**src/rtl/divider_pkg.sv**
```systemverilog
// ---------------------------------------------------------------------------
// divider_pkg
//   Shared definitions for the restoring divider:
//     - state_t   : divider FSM encoding (IDLE, BUSY, FIX, DONE)
//     - neg()     : two's complement negation
//     - abs_mag() : unsigned magnitude of a two's complement value
//   The helpers work on a fixed DIV_MAX_W-bit container. Callers sign-extend
//   narrower operands into it and size-cast the result back down, so one pair
//   of functions serves any DATA_WIDTH up to DIV_MAX_W.
// ---------------------------------------------------------------------------
package divider_pkg;

  typedef enum logic [1:0] {
    IDLE = 2'd0,
    BUSY = 2'd1,
    FIX  = 2'd2,
    DONE = 2'd3
  } state_t;

  localparam int DIV_MAX_W = 64;

  function automatic logic [DIV_MAX_W-1:0] neg(input logic [DIV_MAX_W-1:0] x);
    return ~x + DIV_MAX_W'(1);
  endfunction

  // For the most negative W-bit value the sign-extended negation yields
  // 2^(W-1), which still fits in W bits as an unsigned magnitude.
  function automatic logic [DIV_MAX_W-1:0] abs_mag(input logic [DIV_MAX_W-1:0] x);
    return x[DIV_MAX_W-1] ? neg(x) : x;
  endfunction

endpackage

```
**src/rtl/comparator.sv**
```systemverilog
// ---------------------------------------------------------------------------
// comparator
//   Single compare/subtract cell of the restoring divider.
//   Ports:
//     Din_L          in  DATA_WIDTH+1  shifted partial remainder
//     Din_R          in  DATA_WIDTH    divisor magnitude
//     Dout           out DATA_WIDTH    next partial remainder
//     isGreaterEqual out 1             Din_L >= Din_R (the quotient bit)
// ---------------------------------------------------------------------------
module comparator #(
  parameter int DATA_WIDTH = 32
) (
  input  logic [DATA_WIDTH:0]   Din_L,
  input  logic [DATA_WIDTH-1:0] Din_R,
  output logic [DATA_WIDTH-1:0] Dout,
  output logic                  isGreaterEqual
);

  logic                  w_ge;
  logic [DATA_WIDTH-1:0] w_diff_lo;

  assign w_ge = (Din_L >= {1'b0, Din_R});

  // Only the low W bits of the difference are kept; modulo-2^W subtraction
  // of the low halves gives exactly those bits.
  assign w_diff_lo = Din_L[DATA_WIDTH-1:0] - Din_R;

  assign Dout           = w_ge ? w_diff_lo : Din_L[DATA_WIDTH-1:0];
  assign isGreaterEqual = w_ge;

endmodule

```
**src/rtl/restoring_divider.sv**
```systemverilog
// ---------------------------------------------------------------------------
// restoring_divider
//   Multi-cycle signed divider, one quotient bit per clock (MSB first).
//   Quotient truncates toward zero; remainder takes the dividend's sign.
//   Handshake: a transfer happens on a rising edge where valid && ready are
//   both high. in_ready and out_valid are decoded from state only; neither
//   depends combinationally on in_valid or out_ready. Once out_valid is high
//   the result holds stable until it is taken.
//   Ports:
//     clock, reset             rising-edge clock, synchronous active-high reset
//     in_valid / in_ready      operand handshake
//     dividend, divisor        signed operands, sampled on the accept edge
//     out_valid / out_ready    result handshake
//     quotient, remainder      signed results
//     div_by_zero              divisor was zero for this result
//     dbg_state                current FSM state (observation only)
//   Timing: accept edge 0, iterations on edges 1..W, sign fixup on edge W+1,
//   out_valid high after edge W+1. A zero divisor skips the iterations and
//   produces its result after edge 1.
// ---------------------------------------------------------------------------
module restoring_divider
  import divider_pkg::*;
#(
  parameter int DATA_WIDTH = 32
) (
  input  logic                  clock,
  input  logic                  reset,
  input  logic                  in_valid,
  output logic                  in_ready,
  input  logic [DATA_WIDTH-1:0] dividend,
  input  logic [DATA_WIDTH-1:0] divisor,
  output logic                  out_valid,
  input  logic                  out_ready,
  output logic [DATA_WIDTH-1:0] quotient,
  output logic [DATA_WIDTH-1:0] remainder,
  output logic                  div_by_zero,
  output state_t                dbg_state
);

  localparam int CNT_W = $clog2(DATA_WIDTH);

  state_t                r_state;
  logic [DATA_WIDTH-1:0] r_dshift;     // dividend magnitude, becomes quotient
  logic [DATA_WIDTH-1:0] r_dmag;       // divisor magnitude
  logic [DATA_WIDTH-1:0] r_prem;       // partial remainder
  logic [CNT_W-1:0]      r_cnt;
  logic                  r_sign_a;     // dividend sign
  logic                  r_sign_b;     // divisor sign
  logic                  r_zero;       // divisor was zero
  logic [DATA_WIDTH-1:0] r_quotient;
  logic [DATA_WIDTH-1:0] r_remainder;
  logic                  r_dbz;

  logic [DATA_WIDTH:0]   w_cmp_in;
  logic [DATA_WIDTH-1:0] w_next_prem;
  logic                  w_qbit;
  logic [DATA_WIDTH-1:0] w_dividend_mag;
  logic [DATA_WIDTH-1:0] w_divisor_mag;
  logic [DATA_WIDTH-1:0] w_q_fixed;
  logic [DATA_WIDTH-1:0] w_r_fixed;

  assign w_dividend_mag = DATA_WIDTH'(abs_mag(DIV_MAX_W'($signed(dividend))));
  assign w_divisor_mag  = DATA_WIDTH'(abs_mag(DIV_MAX_W'($signed(divisor))));

  assign w_cmp_in = {r_prem, r_dshift[DATA_WIDTH-1]};

  comparator #(
    .DATA_WIDTH(DATA_WIDTH)
  ) u_cmp (
    .Din_L          (w_cmp_in),
    .Din_R          (r_dmag),
    .Dout           (w_next_prem),
    .isGreaterEqual (w_qbit)
  );

  // Sign fixup. For -2^(W-1) / -1 the magnitude 2^(W-1) passes through
  // un-negated, which is the defined wrap-around result.
  assign w_q_fixed = (r_sign_a ^ r_sign_b)
                   ? DATA_WIDTH'(neg(DIV_MAX_W'(r_dshift)))
                   : r_dshift;
  assign w_r_fixed = r_sign_a
                   ? DATA_WIDTH'(neg(DIV_MAX_W'(r_prem)))
                   : r_prem;

  always_ff @(posedge clock) begin
    if (reset) begin
      r_state     <= IDLE;
      r_dshift    <= '0;
      r_dmag      <= '0;
      r_prem      <= '0;
      r_cnt       <= '0;
      r_sign_a    <= 1'b0;
      r_sign_b    <= 1'b0;
      r_zero      <= 1'b0;
      r_quotient  <= '0;
      r_remainder <= '0;
      r_dbz       <= 1'b0;
    end else begin
      case (r_state)
        IDLE: begin
          if (in_valid) begin
            r_dmag   <= w_divisor_mag;
            r_sign_a <= dividend[DATA_WIDTH-1];
            r_sign_b <= divisor[DATA_WIDTH-1];
            r_cnt    <= '0;
            if (divisor == '0) begin
              // Preload so the fixup stage yields quotient 0 and
              // remainder = dividend with no special datapath.
              r_zero   <= 1'b1;
              r_dshift <= '0;
              r_prem   <= w_dividend_mag;
              r_state  <= FIX;
            end else begin
              r_zero   <= 1'b0;
              r_dshift <= w_dividend_mag;
              r_prem   <= '0;
              r_state  <= BUSY;
            end
          end
        end

        BUSY: begin
          r_prem   <= w_next_prem;
          r_dshift <= {r_dshift[DATA_WIDTH-2:0], w_qbit};
          r_cnt    <= r_cnt + CNT_W'(1);
          if (r_cnt == CNT_W'(DATA_WIDTH - 1)) begin
            r_state <= FIX;
          end
        end

        FIX: begin
          r_quotient  <= w_q_fixed;
          r_remainder <= w_r_fixed;
          r_dbz       <= r_zero;
          r_state     <= DONE;
        end

        DONE: begin
          if (out_ready) begin
            r_state <= IDLE;
          end
        end

        default: r_state <= IDLE;
      endcase
    end
  end

  assign in_ready    = (r_state == IDLE) && !reset;
  assign out_valid   = (r_state == DONE);
  assign quotient    = r_quotient;
  assign remainder   = r_remainder;
  assign div_by_zero = r_dbz;
  assign dbg_state   = r_state;

endmodule

```
**config.mk**
```make
export PLATFORM = sky130hd
export DESIGN_NAME = restoring_divider
export DESIGN_NICKNAME = d
export VERILOG_FILES = /design/src/rtl/divider_pkg.sv /design/src/rtl/comparator.sv /design/src/rtl/restoring_divider.sv
export SDC_FILE = /design/constraint.sdc
export NUM_CORES = 1
export LEC_CHECK = 0
export BUFFER_PORTS_ARGS = -buffer_cell sky130_fd_sc_hd__clkbuf_2
export CAP_MARGIN = 20
export CORE_MARGIN = 2
export CORE_UTILIZATION = 50
export DETAILED_ROUTE_END_ITERATION = 8
export PLACE_DENSITY = 0.78
export SETUP_SLACK_MARGIN = 0.05
export SLEW_MARGIN = 25
export SYNTH_ARGS = -nofsm -noshare
export SYNTH_HDL_FRONTEND = slang
export SYNTH_SLANG_ARGS = --single-unit
```
**constraint.sdc**
```tcl
create_clock -name clock -period 9.1 [get_ports clock]
set_clock_uncertainty 0.1 [all_clocks]
set_input_delay 1.365 -clock clock [delete_from_list [all_inputs] [get_ports clock]]
set_output_delay 1.365 -clock clock [all_outputs]
set_load 0.01 [all_outputs]
```
Word level (Yosys, flattened, before mapping)
Cells that the tools add are included.
{"block": "totals", "word_cells": 57, "ff_bits": 171, "in_bits": 68}
{"block": "classes", "n_reduce_logical": 8, "add_sub_neg": 6, "muxes": 19, "eq_ne": 7, "bitwise": 5, "n_lt_le_gt_ge": 1}
{"operator": "two-way mux 32 bit", "n": 9}
{"operator": "adder 32 x 1 -> 32 bit, second input constant", "n": 4}
{"operator": "NOT 32 bit", "n": 4}
{"operator": "case mux 32 bit (2 select lines)", "n": 2}
{"operator": "greater-or-equal comparator 33 x 32 -> 1 bit", "n": 1}
{"operator": "zero test 32 bit", "n": 1}
{"operator": "subtractor 32 bit", "n": 1}
{"operator": "case mux 5 bit (2 select lines)", "n": 1}
{"operator": "two-way mux 2 bit", "n": 4}
{"operator": "case mux 2 bit (4 select lines)", "n": 1}
{"operator": "adder 5 x 1 -> 5 bit, second input constant", "n": 1}
{"operator": "equality test 5 bit, second input constant", "n": 1}
{"operator": "two-way mux 5 bit", "n": 1}
{"operator": "equality test 2 bit, second input constant", "n": 2}
{"operator": "!= test 2 bit, second input constant", "n": 2}
{"operator": "AND reduction 2 bit", "n": 2}
{"operator": "AND reduction 3 bit", "n": 1}
{"operator": "equality test 2 x 1 -> 1 bit, second input constant", "n": 1}
{"operator": "zero test 2 bit", "n": 1}
{"operator": "!= test 2 x 1 -> 1 bit, second input constant", "n": 1}
{"operator": "nonzero test 2 bit", "n": 1}
{"operator": "logical AND 1 bit", "n": 1}
{"operator": "zero test 1 bit", "n": 1}
{"operator": "two-way mux 1 bit", "n": 1}
{"operator": "bitwise XOR 1 bit", "n": 1}

Longest topological paths before layout
Gate-level depths: netlist of the first run.
{"block": "depth", "ltp_word": 6, "mapped_depth": 14}

Hierarchy
From an unflattened synthesis of the first run, not the netlist that was laid out.
{"block": "unflattened", "hier_cells": 1520, "hier_area_um2": 12092.8}
{"module": "restoring_divider", "seq_area_each_um2": 3423.3, "instances": 1, "cells_each": 1190, "area_per_inst_um2": 9701.8}
{"module": "comparator", "seq_area_each_um2": 0.0, "instances": 1, "cells_each": 330, "area_per_inst_um2": 2391.0}

Least setup slack after synthesis of the first run
No wires, ideal clock.
{"block": "synth_timing", "path_kind": "in2reg", "startpoint": "in dividend[14]", "endpoint": "reg r_prem[31]", "n_path_buf": 0, "t_arrival_ps": 3720, "path_slack_ps": 5206, "path_stages": 9, "path_cell_list": "or4_4 > nand2b_4 > or2_4 > or3_4 > nor4_4 > a21oi_1 > nor3b_1 > or4_1 > a31oi_1"}
{"block": "synth_via", "elab_chain_cells": 6}
{"item": "start, declared", "line": "restoring_divider.sv:30", "rtl": "input logic [DATA_WIDTH-1:0] dividend,"}
{"item": "NOT 32 bit", "line": "divider_pkg.sv:23", "rtl": "return ~x + DIV_MAX_W'(1);"}
{"item": "adder 32 x 1 -> 32 bit", "line": "divider_pkg.sv:23"}
{"item": "two-way mux 32 bit", "line": "divider_pkg.sv:29", "rtl": "return x[DIV_MAX_W-1] ? neg(x) : x;"}
{"item": "two-way mux 32 bit", "line": "restoring_divider.sv:106", "rtl": "if (divisor == '0) begin"}
{"item": "two-way mux 32 bit", "line": "restoring_divider.sv:101", "rtl": "if (in_valid) begin"}
{"item": "case mux 32 bit (2 select lines)", "line": "restoring_divider.sv:99", "rtl": "case (r_state)"}
{"item": "end signal, assigned", "line": "restoring_divider.sv:111", "rtl": "r_prem <= w_dividend_mag;"}
{"item": "end signal, assigned", "line": "restoring_divider.sv:123", "rtl": "r_prem <= w_next_prem;"}
{"item": "end, declared", "line": "restoring_divider.sv:45", "rtl": "logic [DATA_WIDTH-1:0] r_prem;"}
No other way between the ends. The select of a mux whose other input is x is not followed.
A chain may end at the register's enable or synchronous reset.

Worst setup path in the final report of the first run
{"block": "layout_timing", "startpoint": "in divisor[9]", "endpoint": "reg r_prem[31]"}
{"block": "layout_via", "elab_chain_cells": 4}
{"item": "start, declared", "line": "restoring_divider.sv:31", "rtl": "input logic [DATA_WIDTH-1:0] divisor,"}
{"item": "zero test 32 bit", "line": "restoring_divider.sv:106"}
{"item": "two-way mux 32 bit", "line": "restoring_divider.sv:106"}
{"item": "two-way mux 32 bit", "line": "restoring_divider.sv:101"}
{"item": "case mux 32 bit (2 select lines)", "line": "restoring_divider.sv:99"}
No other way between the ends. The select of a mux whose other input is x is not followed.

==> out/qor.csv, run 1 <==
metric,value,unit
crit_path_end,r_prem[31]$_SDFFE_PP0P_,
antenna_left,0,
first_iter_violations,1052,
synth_flop_cell,dfxtp_1,
nets,1614,
worst-path-buf-inv,2,
die_area,23800,um^2
p_leak,5.10,nW
grt_use_total,0.269,
io_pins,137,
post_cts_resized,0,
tightest_slew,0.878,ns
first_pass_iters,7,
wl,32700,um
worstHoldPathCells,2,
vias,11000,
synth.cell_area,11300,um^2
crit_type,in -> reg,
synth_fp_nets,1551,
chipWidth,154,um
start_util,0.514,
cpMostUsedCell,or4_1,
path_clk_slew,0.07,ns
cpPeakStageDelay,0.58,ns
syn_inst,1440,
yosysSeqAreaShare,0.303,
post-route-util,0.576,
place_hpwl,24100,um
critPathLaunchType,input port,
total_power,5.20,mW
finalCritPeriodShare,0.471,
rr_worst_depth,9,
slowest_stage,or4_1,
grt_antenna_before_repair,0,
required,9.36,ns
rsz0062_at_grt,false,
max_freq,0.233,GHz
wl_per_cell,18.2,um
powerDensity,411,nW/um^2
drc,0,
grt-ovfl-total,0,
cts_buffer_depth,2,
grt_max_degree,85,
relSlewSlack,0.415,
grt_pass1_wl,51800,um
cp_data_arrival_time,4.54,ns
antennaDiodeCount,0,
maxCapViolations,0,
cts_buffers,17,
async_reset_ff_frac,0,
num_rows,54,
cts-htree-levels,4,
finalCriticalPeriod,4.28,ns
holdBufCountCts,0,
cts_setup_buffers,0,
synth_area_per_cell,7.83,um^2
grt_pass1_vias,9893,
r2r-start,dbg_state[1]$_SDFFE_PP0P_,
synth-seq-cells,171,
cts-root-buf,clkbuf_16,
drive_above_1_share,0.141,
yosysWarnings,0,
maxSlewViolCount,0,
ys_types,66,
worstSkewPairLatency,0.44,ns
cp_max_fo,13,
ff2ff_setup_slack,5.20,ns
crit_path_end_kind,register,
stdcell_count,1796,
coreArea,22000,um^2
dieHeight,154,um
setup_tns,0,ns
placed_cells_incl_taps,1764,
yosysTopAreaCell,dfxtp_1,
status,"complete, no violations",
reg2reg_to,r_dshift[2]$_SDFFE_PP0P_,
place_congestion,0.970,
synth_edf_count,0,
cpLargestDelayFamily,simple AND/OR/NAND/NOR gates,
synth_area_leaders,"dfxtp_1 30%, xor2_1 7.5%, nor2_1 6.4%, a211oi_1 4.9%, ha_1 4.7%",
synth_top_area_frac,0.303,
cts_tree,done,
area_growth,12.1,%
crit_start,divisor[9],
path_cells,clkbuf_2 -> or4_1 -> nor4_1 -> nand4_1 -> nor4_2 -> buf_4 -> and2_1 -> a21oi_1 -> nor3b_1 -> or4_1 -> a31oi_1,
hold_path_class,reg -> reg,
vias_per_cell,6.11,
ir_drop,0.221,mV
cts.sinks,171,
setup_viol,0,
finalHoldViolations,0,
crit_cells,11,
io_buffers,136,
==> how the worst min path moves through the flow <==
stage / startpoint / to / slack [ns]
after floorplan: r_zero$_SDFFE_PP0P_ / r_zero$_SDFFE_PP0P_ / 0.33
after global placement: r_dmag[31]$_SDFFE_PP0P_ / r_dmag[31]$_SDFFE_PP0P_ / 0.34
after detailed placement: r_dmag[20]$_SDFFE_PP0P_ / r_dmag[20]$_SDFFE_PP0P_ / 0.35
after CTS: r_dmag[20]$_SDFFE_PP0P_ / r_dmag[20]$_SDFFE_PP0P_ / 0.36
after global routing: r_dmag[25]$_SDFFE_PP0P_ / r_dmag[25]$_SDFFE_PP0P_ / 0.38
final: r_dmag[20]$_SDFFE_PP0P_ / r_dmag[20]$_SDFFE_PP0P_ / 0.35
==> logic make-up (layout without fill, tap and decap cells) <==
logic type	after synthesis	after routing	share of synthesized area
simple gates	465	465	0.194
compound gates	413	413	0.243
buf+inv	152	228	0.0514
flops	171	171	0.303
xor+xnor	142	142	0.110
mux	54	54	0.0494
fa+ha+maj	43	43	0.0484
==> layer usage <==
metal | share of wire | track usage
met5 | 0 | 0
met4 | 0.033 | 0.111
met3 | 0.079 | 0.0401
met2 | 0.44 | 0.414
met1 | 0.45 | 0.378
==> registers in the layout, summed over array words and instances, names as in the netlist <==
signal       flops
quotient        32
r_dmag          32
r_dshift        32
r_prem          32
remainder       32
r_cnt            5
dbg_state        2
div_by_zero      1
r_sign_a         1
r_sign_b         1
r_zero           1
==> report_power, final <==
| group | switching, mW | internal [mW] |
|---|---|---|
| clock network | 0.349 | 0.391 |
| registers | 0.349 | 1.01 |
| logic | 1.84 | 1.26 |
| total | 2.54 | 2.66 |
==> worst min-delay path, stage by stage, from the launching register on <==
cell and delay [ns]:
dfxtp_1 0.31, nand2_1 0.05, a21oi_1 0.05
==> area by class of cell <==
| cell class | instances | area (um^2) |
|---|---|---|
| clock inverter | 15 | 175 |
| tap | 280 | 350 |
| clock buffer | 17 | 425 |
| timing repair buffer | 146 | 758 |
| fill | 2013 | 9310 |
| multi-input combinational | 1117 | 7330 |
| sequential | 171 | 3420 |
| inverter | 50 | 188 |
==> cell usage after synthesis (14+ instances only) <==
cell / count
o21ai_0: 98
nand2_1: 105
ha_1: 42
o211ai_1: 23
xnor2_1: 45
clkbuf_1: 90
a211oi_1: 74
dfxtp_1: 171
mux2i_1: 41
nor3_1: 39
nor4_1: 14
or3_1: 15
nor2b_1: 14
a21o_1: 14
o31ai_1: 25
or4_1: 17
inv_1: 50
xor2_1: 97
a21oi_1: 78
a221oi_1: 14
nand3_1: 17
nor2_1: 193
==> per-stage QoR <==
| step | setup WS (ns) | hold slack [ns] | cell area [um^2] |
|---|---|---|---|
| floorplan | 5.21 | 0.332 | 11300 |
| global placement | 4.52 | 0.342 | 12000 |
| detailed placement | 4.41 | 0.348 | 12000 |
| CTS | 4.83 | 0.357 | 12600 |
| global route | 4.58 | 0.380 | 12600 |
| finish | 4.82 | 0.354 | 12600 |
==> layout by cell type (no fill, tap or decap), types with 40 or more instances in the layout <==
cell / Yosys / final
nand2_1: 105 / 105
dfxtp_1: 171 / 171
mux2i_1: 41 / 41
ha_1: 42 / 40
clkbuf_2: 0 / 135
xnor2_1: 45 / 45
o21ai_0: 98 / 97
nor2_1: 193 / 193
inv_1: 50 / 50
a211oi_1: 74 / 74
a21oi_1: 78 / 78
xor2_1: 97 / 96
Power figures use the tool's default switching activity.
==> run 2: changes to the inputs <==
clock period = 4 ns   (was 9.1 ns; I/O delays follow)
==> out/qor.csv, run 2 (synthesized netlist as in run 1, its figures left out) <==
metric,value,unit,change
status,"complete, no violations",,unchanged
antenna_left,0,,unchanged
final_common_cell,nor2_1,,unchanged
grt_pass1_wl,53000,um,was 51800 um
grt_use_total,0.275,,was 0.269
post_cts_resized,0,,unchanged
maxSlewViolCount,0,,unchanged
rr_worst_depth,11,,was 9
setup_tns,0,ns,unchanged
antennaDiodeCount,0,,unchanged
cts.sinks,171,,unchanged
worstSkewPairLatency,0.44,ns,about the same
design_area,12800,um^2,was 12600 um^2
rsz0062_at_grt,false,,unchanged
cp_max_fo,23,,was 13
die_area,23800,um^2,unchanged
max_freq,0.277,GHz,
drive_above_1_share,0.155,,was 0.141
cts-root-buf,clkbuf_16,,unchanged
first_pass_iters,6,,was 7
hold_path_class,in -> reg,,was reg -> reg
cts_setup_buffers,0,,unchanged
nets,1643,,was 1614
cts_tree,done,,unchanged
dieHeight,154,um,unchanged
fin_ws,0.395,ns,was 4.82 ns
wl,33100,um,was 32700 um
total_power,12.0,mW,was 5.20 mW
io_pins,137,,unchanged
place_congestion,0.988,,was 0.970
area_growth,13.8,%,was 12.1%
maxCapViolations,0,,unchanged
crit_type,reg -> reg,,was in -> reg
finalHoldViolations,0,,unchanged
relSlewSlack,0.318,,was 0.415
finalCriticalPeriod,3.60,ns,
place_hpwl,24800,um,was 24100 um
r2r-start,r_prem[7]$_SDFFE_PP0P_,,was dbg_state[1]$_SDFFE_PP0P_
holdBufCountCts,0,,unchanged
path_clk_slew,0.07,ns,about the same
vias_per_cell,6.08,,was 6.11
tightest_slew,1.02,ns,was 0.878 ns
io_buffers,136,,unchanged
reg2reg_to,r_prem[7]$_SDFFE_PP0P_,,was r_dshift[2]$_SDFFE_PP0P_
crit_start,r_prem[7]$_SDFFE_PP0P_,,was divisor[9]
num_rows,54,,unchanged
powerDensity,935,nW/um^2,was 411 nW/um^2
p_leak,5.26,nW,was 5.10 nW
ff2ff_setup_slack,0.40,ns,was 5.20 ns
cts-htree-levels,4,,unchanged
crit_path_end_kind,register,,unchanged
grt-ovfl-total,0,,unchanged
drc,0,,unchanged
start_util,0.514,,unchanged
grt_antenna_before_repair,1,,was 0
crit_path_end,r_prem[7]$_SDFFE_PP0P_,,was r_prem[31]$_SDFFE_PP0P_
setup_viol,0,,unchanged
grt_max_degree,104,,was 85
final_cell_mix,"193 x nor2_1, 171 x dfxtp_1, 135 x clkbuf_2",,unchanged
coreArea,22000,um^2,unchanged
cts_buffers,17,,unchanged
ir_drop,0.402,mV,was 0.221 mV
place_area,12300,um^2,was 12000 um^2
pre_cts_ws,0.315,ns,was 4.41 ns
cts_buffer_depth,2,,unchanged
wl_per_cell,18.1,um,was 18.2 um
cp_data_arrival_time,3.80,ns,was 4.54 ns
grt_pass1_vias,10100,,was 9893
required,4.20,ns,was 9.36 ns
critPathLaunchType,register,,was input port
vias,11100,,was 11000
finalCritPeriodShare,0.901,,
first_iter_violations,1186,,was 1052
chipWidth,154,um,unchanged
run 2: per-stage QoR:
stage	util	hold slack, ns	std cells
finish	0.585	0.330	1825
floorplan	-	0.332	1440
global route	0.585	0.352	1825
global placement	0.559	0.341	1793
CTS	0.585	0.327	1825
detailed placement	0.559	0.353	1793
run 2: critical path: stages, from the launching register on:
cell and delay, ns:
dfxtp_1 0.39, ha_1 0.44, nand4_1 0.15, o22a_1 0.21, o221ai_1 0.18, a31oi_1 0.12
a221o_1 0.44, o211ai_4 0.58, buf_12 0.26, mux2_2 0.35, a21oi_1 0.14, nor3_1 0.07
run 2: area by class of cell:
class                           count  area (um^2)
Inverter                           50          188
Sequential cell                   171         3420
Timing Repair Buffer              175          992
Multi-Input combinational cell   1117         7320
Tap cell                          280          350
Clock inverter                     14          141
Fill cell                        1946         9120
Clock buffer                       18          429
run 2: worst min path at each step:
stage                             from                       to  slack [ns]  cells past startpoint
4_1_cts                     divisor[0]   r_dmag[0]$_SDFFE_PP0P_        0.33                      3
3_3_place_gp   r_dmag[31]$_SDFFE_PP0P_  r_dmag[31]$_SDFFE_PP0P_        0.34                      2
6_report                    divisor[0]   r_dmag[0]$_SDFFE_PP0P_        0.33                      3
2_1_floorplan      r_zero$_SDFFE_PP0P_      r_zero$_SDFFE_PP0P_        0.33                      2
5_1_grt                     divisor[0]   r_dmag[0]$_SDFFE_PP0P_        0.35                      3
3_5_place_dp   r_dmag[25]$_SDFFE_PP0P_  r_dmag[25]$_SDFFE_PP0P_        0.35                      2
run 2: where the power goes:
group	internal [mW]	switching, mW
Clock	0.831	0.805
Sequential	2.30	0.646
Combinational	3.05	4.38
Total	6.18	5.83
run 2: metal layers:
metal / track usage / wire [um] / part of all wire / vias to the layer above
li1: - / - / - / 5400
met1: 0.383 / 14800 / 0.45 / 5086
met2: 0.416 / 14300 / 0.43 / 511
met3: 0.0496 / 2770 / 0.084 / 89
met4: 0.121 / 1270 / 0.038 / 2
met5: 0 / 12 / 0.00036 / -
